<file path="config.mk">
export PLATFORM = sky130hd
export DESIGN_NAME = seg7_bcd_counter_mux
export DESIGN_NICKNAME = d
export VERILOG_FILES = /design/src/rtl/seg7_bcd_counter_mux.sv
export SDC_FILE = /design/constraint.sdc
export NUM_CORES = 1
export LEC_CHECK = 0
export ABC_AREA = 1
export CAP_MARGIN = 10
export CORE_ASPECT_RATIO = 1.1
export CORE_MARGIN = 3
export CORE_UTILIZATION = 57
export DETAILED_ROUTE_END_ITERATION = 12
export HOLD_SLACK_MARGIN = 0.12
export PLACE_DENSITY_LB_ADDON = 0.3
export SETUP_SLACK_MARGIN = 0.5
export SYNTH_ARGS = -nofsm -noshare
export SYNTH_HDL_FRONTEND = slang
export SYNTH_SLANG_ARGS = --single-unit
</file>
<file path="constraint.sdc">
create_clock -name CLK_50MHz -period 2 [get_ports CLK_50MHz]
set_input_delay 0.4 -clock CLK_50MHz [delete_from_list [all_inputs] [get_ports CLK_50MHz]]
set_output_delay 0.4 -clock CLK_50MHz [all_outputs]
set_load 0.01 [all_outputs]
</file>
<file path="src/rtl/seg7_bcd_counter_mux.sv">
// Multi-digit BCD up/down counter with load, wrap pulse and a time-multiplexed
// common-select 7-segment driver; tick and scan strobes are derived from one clock.
module seg7_bcd_counter_mux #(
    parameter int unsigned DIGITS          = 4,
    parameter int unsigned CLK_HZ          = 50000000,
    parameter int unsigned TICK_HZ         = 1,
    parameter int unsigned SCAN_HZ         = 1000,
    parameter bit          COM_ACTIVE_HIGH = 1'b1,
    parameter bit          BLANK_LEADING   = 1'b1
) (
    input  logic                  CLK_50MHz,
    input  logic                  Res,
    input  logic                  EN,
    input  logic                  UP,
    input  logic                  LOAD,
    input  logic [4*DIGITS-1:0]   LOAD_VAL,
    output logic [4*DIGITS-1:0]   COUNT,
    output logic                  TICK,
    output logic                  WRAP,
    output logic [6:0]            SEG,
    output logic [DIGITS-1:0]     SEG_COM
);

    localparam int unsigned TICK_DIV = CLK_HZ / TICK_HZ;
    localparam int unsigned SCAN_DIV = CLK_HZ / (SCAN_HZ * DIGITS);
    localparam int unsigned TW       = $clog2(TICK_DIV);
    localparam int unsigned SW       = (SCAN_DIV > 1) ? $clog2(SCAN_DIV) : 1;
    localparam int unsigned IW       = (DIGITS > 1) ? $clog2(DIGITS) : 1;

    localparam logic [DIGITS-1:0] COM_ONE = DIGITS'(1);
    localparam logic [DIGITS-1:0] COM_RST = COM_ACTIVE_HIGH ? COM_ONE : ~COM_ONE;

    logic [TW-1:0]         tick_cnt_q;
    logic                  tick_q;
    logic [SW-1:0]         scan_cnt_q;
    logic [IW-1:0]         digit_q;
    logic [4*DIGITS-1:0]   count_q, count_d;
    logic                  wrap_q, wrap_d;
    logic [6:0]            seg_q, seg_d;
    logic [DIGITS-1:0]     com_q, com_d;

    logic                  carry;
    logic [3:0]            nib;
    logic [3:0]            nib_sel;
    logic                  upper_nz;
    logic                  blank;
    logic [6:0]            glyph;
    logic [DIGITS-1:0]     com_onehot;

    // Tick divider and scan timing: free-running, independent of EN.
    always_ff @(posedge CLK_50MHz or negedge Res) begin
        if (!Res) begin
            tick_cnt_q <= '0;
            tick_q     <= 1'b0;
            scan_cnt_q <= '0;
            digit_q    <= '0;
        end else begin
            tick_q <= (tick_cnt_q == TW'(TICK_DIV - 1));
            if (tick_cnt_q == TW'(TICK_DIV - 1)) begin
                tick_cnt_q <= '0;
            end else begin
                tick_cnt_q <= tick_cnt_q + TW'(1);
            end

            if (scan_cnt_q == SW'(SCAN_DIV - 1)) begin
                scan_cnt_q <= '0;
                if (digit_q == IW'(DIGITS - 1)) begin
                    digit_q <= '0;
                end else begin
                    digit_q <= digit_q + IW'(1);
                end
            end else begin
                scan_cnt_q <= scan_cnt_q + SW'(1);
            end
        end
    end

    // Load wins over a coincident tick; out-of-range load nibbles clamp to 9.
    always_comb begin
        count_d = count_q;
        wrap_d  = 1'b0;
        carry   = 1'b0;
        nib     = 4'd0;
        if (LOAD) begin
            for (int i = 0; i < int'(DIGITS); i++) begin
                nib = LOAD_VAL[i*4 +: 4];
                count_d[i*4 +: 4] = (nib > 4'd9) ? 4'd9 : nib;
            end
        end else if (tick_q && EN) begin
            carry = 1'b1;
            for (int i = 0; i < int'(DIGITS); i++) begin
                nib = count_q[i*4 +: 4];
                if (carry) begin
                    if (UP) begin
                        if (nib == 4'd9) begin
                            count_d[i*4 +: 4] = 4'd0;
                        end else begin
                            count_d[i*4 +: 4] = nib + 4'd1;
                            carry = 1'b0;
                        end
                    end else begin
                        if (nib == 4'd0) begin
                            count_d[i*4 +: 4] = 4'd9;
                        end else begin
                            count_d[i*4 +: 4] = nib - 4'd1;
                            carry = 1'b0;
                        end
                    end
                end
            end
            wrap_d = carry;
        end
    end

    always_comb begin
        nib_sel  = 4'd0;
        upper_nz = 1'b0;
        for (int i = 0; i < int'(DIGITS); i++) begin
            if (IW'(i) == digit_q) begin
                nib_sel = count_q[i*4 +: 4];
            end
            if ((IW'(i) >= digit_q) && (count_q[i*4 +: 4] != 4'd0)) begin
                upper_nz = 1'b1;
            end
        end
        blank = BLANK_LEADING && (digit_q != '0) && !upper_nz;

        case (nib_sel)
            4'd0:    glyph = 7'b1000000;
            4'd1:    glyph = 7'b1111001;
            4'd2:    glyph = 7'b0100100;
            4'd3:    glyph = 7'b0110000;
            4'd4:    glyph = 7'b0011001;
            4'd5:    glyph = 7'b0010010;
            4'd6:    glyph = 7'b0000010;
            4'd7:    glyph = 7'b1011000;
            4'd8:    glyph = 7'b0000000;
            4'd9:    glyph = 7'b0011000;
            default: glyph = 7'b1111111;
        endcase

        seg_d      = blank ? 7'b1111111 : glyph;
        com_onehot = COM_ONE << digit_q;
        com_d      = COM_ACTIVE_HIGH ? com_onehot : ~com_onehot;
    end

    always_ff @(posedge CLK_50MHz or negedge Res) begin
        if (!Res) begin
            count_q <= '0;
            wrap_q  <= 1'b0;
            seg_q   <= 7'b1000000;
            com_q   <= COM_RST;
        end else begin
            count_q <= count_d;
            wrap_q  <= wrap_d;
            seg_q   <= seg_d;
            com_q   <= com_d;
        end
    end

    assign COUNT   = count_q;
    assign TICK    = tick_q;
    assign WRAP    = wrap_q;
    assign SEG     = seg_q;
    assign SEG_COM = com_q;

endmodule
</file>
==> results of run 1 <==
==> through the flow <==
| stage | utilization, % | worst slack (ns) | std cells | hold slack, ns |
|---|---|---|---|---|
| floorplan | - | 0.398 | 658 | 0.104 |
| global route | 79.8 | 0.197 | 868 | 0.551 |
| global placement | 69.7 | 0.172 | 815 | 0.436 |
| finish | 79.8 | 0.299 | 868 | 0.510 |
| CTS | 76.5 | 0.333 | 860 | 0.484 |
| detailed placement | 69.7 | 0.154 | 815 | 0.458 |
==> critical path, stage by stage (launching register included) <==
cell	delay, ns
dfrtp_2	0.45
ha_2	0.32
inv_2	0.09
nor2_1	0.09
inv_1	0.06
nand2_2	0.08
inv_2	0.06
ha_4	0.26
nor2_1	0.03
nand2_1	0.06
nand4_1	0.09
==> cells by family (layout without fill, tap and decap cells) <==
| kind of cell | count (synthesis) | in the layout | synth area share [%] |
|---|---|---|---|
| AND/OR/NAND/NOR | 401 | 401 | 39.9 |
| buffers and inverters | 97 | 202 | 8.05 |
| flip-flops | 71 | 71 | 38.7 |
| AO/OA/AOI/OAI | 61 | 61 | 7.40 |
| XOR/XNOR | 20 | 20 | 3.81 |
| adder cells (fa/ha/maj) | 8 | 8 | 2.18 |
==> Yosys cell counts (2+ instances only) <==
cell and instances:
nand3b_1 4, buf_2 5, inv_2 13, a22oi_1 3, o21ai_0 24, nand3_1 60, nor3_1 9, nor2_4 3
o21ai_1 7, nand2_1 188, nor2_1 81, xnor2_1 4, dfstp_2 2, a21oi_1 20, nand2_2 17, inv_1 77
nor2_2 9, nand4_1 13, nor4_1 2, ha_1 8, nor3_2 3, xor2_1 16, dfrtp_1 69, nand3_2 2
==> power breakdown <==
part | total [mW] | internal, mW | switching (mW)
registers | 1.56 | 1.52 | 0.0410
clock network | 1.54 | 0.953 | 0.588
logic | 1.10 | 0.442 | 0.656
==> layout by cell type (no fill, tap or decap), types with 3 or more instances in the layout <==
cell             instances
a21oi_1                 18
a22oi_1                  3
buf_2                    3
buf_4                   42
buf_6                    3
bufinv_16                4
clkbuf_8                 9
clkdlybuf4s50_1         18
clkinvlp_4               3
dfrtp_1                 47
dfrtp_2                 22
dlygate4sd2_1           25
ha_4                     5
inv_1                   66
inv_2                   18
inv_4                    4
nand2_1                176
nand2_2                 24
nand2_4                  6
nand3_1                 53
nand3_2                  7
nand3_4                  3
nand3b_1                 4
nand4_1                 13
nor2_1                  68
nor2_2                  16
nor2_4                   9
nor3_1                   6
nor3_2                   6
o21ai_0                 24
o21ai_1                  7
xnor2_1                  4
xor2_1                  16
==> final cells by class <==
type | instances | area (µm²) | share of cell area, %
Sequential cell | 71 | 1810 | 29.6
Inverter | 90 | 355 | 5.83
Multi-Input combinational cell | 490 | 2720 | 44.5
Clock buffer | 10 | 128 | 2.09
Tap cell | 105 | 131 | 2.15
Clock inverter | 6 | 133 | 2.18
Timing Repair Buffer | 96 | 828 | 13.6
==> worst paths after layout <==
path	from	endpoint	slack (ns)	cells after the start
hold / removal	scan_cnt_q[6]$_DFF_PN0_	scan_cnt_q[6]$_DFF_PN0_	0.51	1
setup / recovery	digit_q[1]$_DFFE_PN0N_	SEG[3]$_DFF_PN0_	0.30	10
max in group asynchronous	Res	SEG[6]$_DFF_PN1_	1.06	3
hold reg to reg	scan_cnt_q[6]$_DFF_PN0_	scan_cnt_q[6]$_DFF_PN0_	0.51	1
min in group asynchronous	Res	COUNT[11]$_DFFE_PN0P_	0.57	3
setup reg to reg	digit_q[1]$_DFFE_PN0N_	SEG[3]$_DFF_PN0_	0.30	10
==> timing repair <==
| action | in CTS | in global routing |
|---|---|---|
| endpoints found under the hold margin | 69 | 0 |
| cloned | 0 | 0 |
| hold buffers | 1 | 0 |
| buffers inserted | 28 | 8 |
| resized for setup | 63 | 62 |
| endpoints found under the setup margin | 62 | 51 |
| pin swaps | 11 | 21 |
==> sequential cells by signal, indices dropped and copies added (netlist names) <==
register and count:
SEG 7, SEG_COM 4, WRAP 1, digit_q 2, TICK 1, tick_cnt_q 26
scan_cnt_q 14, COUNT 16
==> layer usage <==
layer  wire length (µm)  GRT usage, %  share of wire (%)
met1               4950          32.8                 38
met2               6700          49.9                 51
met3                907          4.95                6.9
met4                590          17.1                4.5
met5                  0             0                  0
==> out/qor.txt, run 1 <==
RUN STATUS
----------------------------------------------------------------------------------------
Run status ................................................................    completed

CELLS AND AREA
----------------------------------------------------------------------------------------
Antenna Cells .............................................................            0
Fill cell instance count of the final layout ..............................          527
Layout-stage area growth over the synthesis result ........................        32.6%
Post-Layout Inst Area .....................................................     6100 µm²
Fraction of final layout cells sized beyond drive strength 1 ..............        26.2%
Number of nets at the end of the flow .....................................          787

STA
----------------------------------------------------------------------------------------
Worst-case clock skew .....................................................   0.00782 ns
Number of hold-slack violations in the final timing report ................            0
Worst slew margin .........................................................        70.5%
Min Clock Period, post-route ..............................................      1.70 ns
Final setup viols .........................................................            0
Peak Freq .................................................................      588 MHz
Portion of the clock cycle consumed by the worst path in the final layout .        85.1%
Least-Margin Pin Slew .....................................................     0.440 ns
Sum of negative setup slack ...............................................         0 ns
Slew Viols, Final .........................................................            0
RSZ-0062 raised after global routing ......................................          yes

CLOCKING
----------------------------------------------------------------------------------------
Maximum level of the CTS H-tree ...........................................            3
CTS clk-pin slew, worst paths .............................................      0.08 ns
CTS tree ..................................................................        built
Clk Latency, worst-skew pair ..............................................      0.36 ns
Clock Root Buffer .........................................................     clkbuf_8
Total clock buffers created by CTS ........................................            9
Max Root-Sink Buffers .....................................................            2
Clock Sinks ...............................................................           71

PLACED DESIGN
----------------------------------------------------------------------------------------
RePlAce Congestion ........................................................        0.945
Cell area reported after detailed placement ...............................     5320 µm²
Estimated wirelength of the detail-placed design ..........................      8.87 mm
Input/output buffers ......................................................           49

RUN
----------------------------------------------------------------------------------------
Number of max-capacitance violations reported .............................            0

DETAILED ROUTING
----------------------------------------------------------------------------------------
Routed wire per std cell ..................................................      15.1 µm
Initial DRT Pass Iterations ...............................................            5
Vias ......................................................................         4844
Initial drt markers .......................................................          471
Average vias per placed instance ..........................................         5.58
Post-DRT Antenna Nets .....................................................            0
Post-route DRC violation count ............................................            0
Routed Wire Length ........................................................      13.1 mm

YOSYS
----------------------------------------------------------------------------------------
Main flop type after synthesis ............................................      dfrtp_1
Seq cells post-synth ......................................................           71
Fraction of the yosys area taken by sequential cells ......................        38.7%
Synthesized netlist cell count ............................................          658
Syn Nets ..................................................................          687
Netlist Area Pre-Place ....................................................     4600 µm²
Distinct cell type count after synthesis ..................................           43
Cell taking the most area after synthesis .................................      dfrtp_1
Number of synthesized flops with an enable pin ............................            0
Synth area leaders ........................................................ dfrtp_1 (38%), nand2_1 (15%), nor2_1 (6.6%), nand3_1 (6.5%), inv_1 (6.3%)
Synth Warn # ..............................................................            0
Average instance area after synthesis .....................................     6.99 µm²
Area share of the largest cell type after synthesis .......................        37.5%
Async set or reset register ratio after synthesis .........................         100%

GLOBAL ROUTE
----------------------------------------------------------------------------------------
Largest net degree at the start of global routing .........................           72
Global-route wire length before repair ....................................      20.9 mm
Number of global-route vias before repair .................................         4540
Antenna violations before repair ..........................................            0
Aggregate global-route resource usage .....................................        28.6%
Grt total ovfl ............................................................            0

DIE
----------------------------------------------------------------------------------------
Number of top-level pins ..................................................           50
Number of standard-cell rows in the floorplan .............................           33
Initial core utilization ..................................................        60.2%
Die width .................................................................      91.7 µm
Die area ..................................................................     9180 µm²
Placeable core area .......................................................     7640 µm²
Height of the chip ........................................................       100 µm

POWER
----------------------------------------------------------------------------------------
Cell leakage power ........................................................      3.08 nW
Power density normalized to cell area .....................................   689 nW/µm²
Maximum VDD drop ..........................................................       459 µV
Final Total Pwr ...........................................................      4.20 mW

HOLD PATH
----------------------------------------------------------------------------------------
Worst min path class ...................................................... flip-flop to flip-flop

CRITICAL PATH
----------------------------------------------------------------------------------------
Max FO, Critical Path .....................................................            8
Kind of end point of the critical path ....................................    flip-flop
Data required time at the worst endpoint ..................................      2.24 ns
Crit path kind ............................................................ flip-flop to flip-flop
Data arrival time of the critical path ....................................      1.94 ns
Startpoint type of the worst setup path ...................................    flip-flop

Power figures use the tool's default switching activity.
==> run 2, diff against run 1 <==
--- a/config.mk
+++ b/config.mk
@@ -6,7 +6,6 @@
 export NUM_CORES = 1
 export LEC_CHECK = 0
 export ABC_AREA = 1
-export CAP_MARGIN = 10
 export CORE_ASPECT_RATIO = 1.1
 export CORE_MARGIN = 3
 export CORE_UTILIZATION = 57
==> results of run 2 <==
Final layout, timing and power as in run 1 (identical DEF).
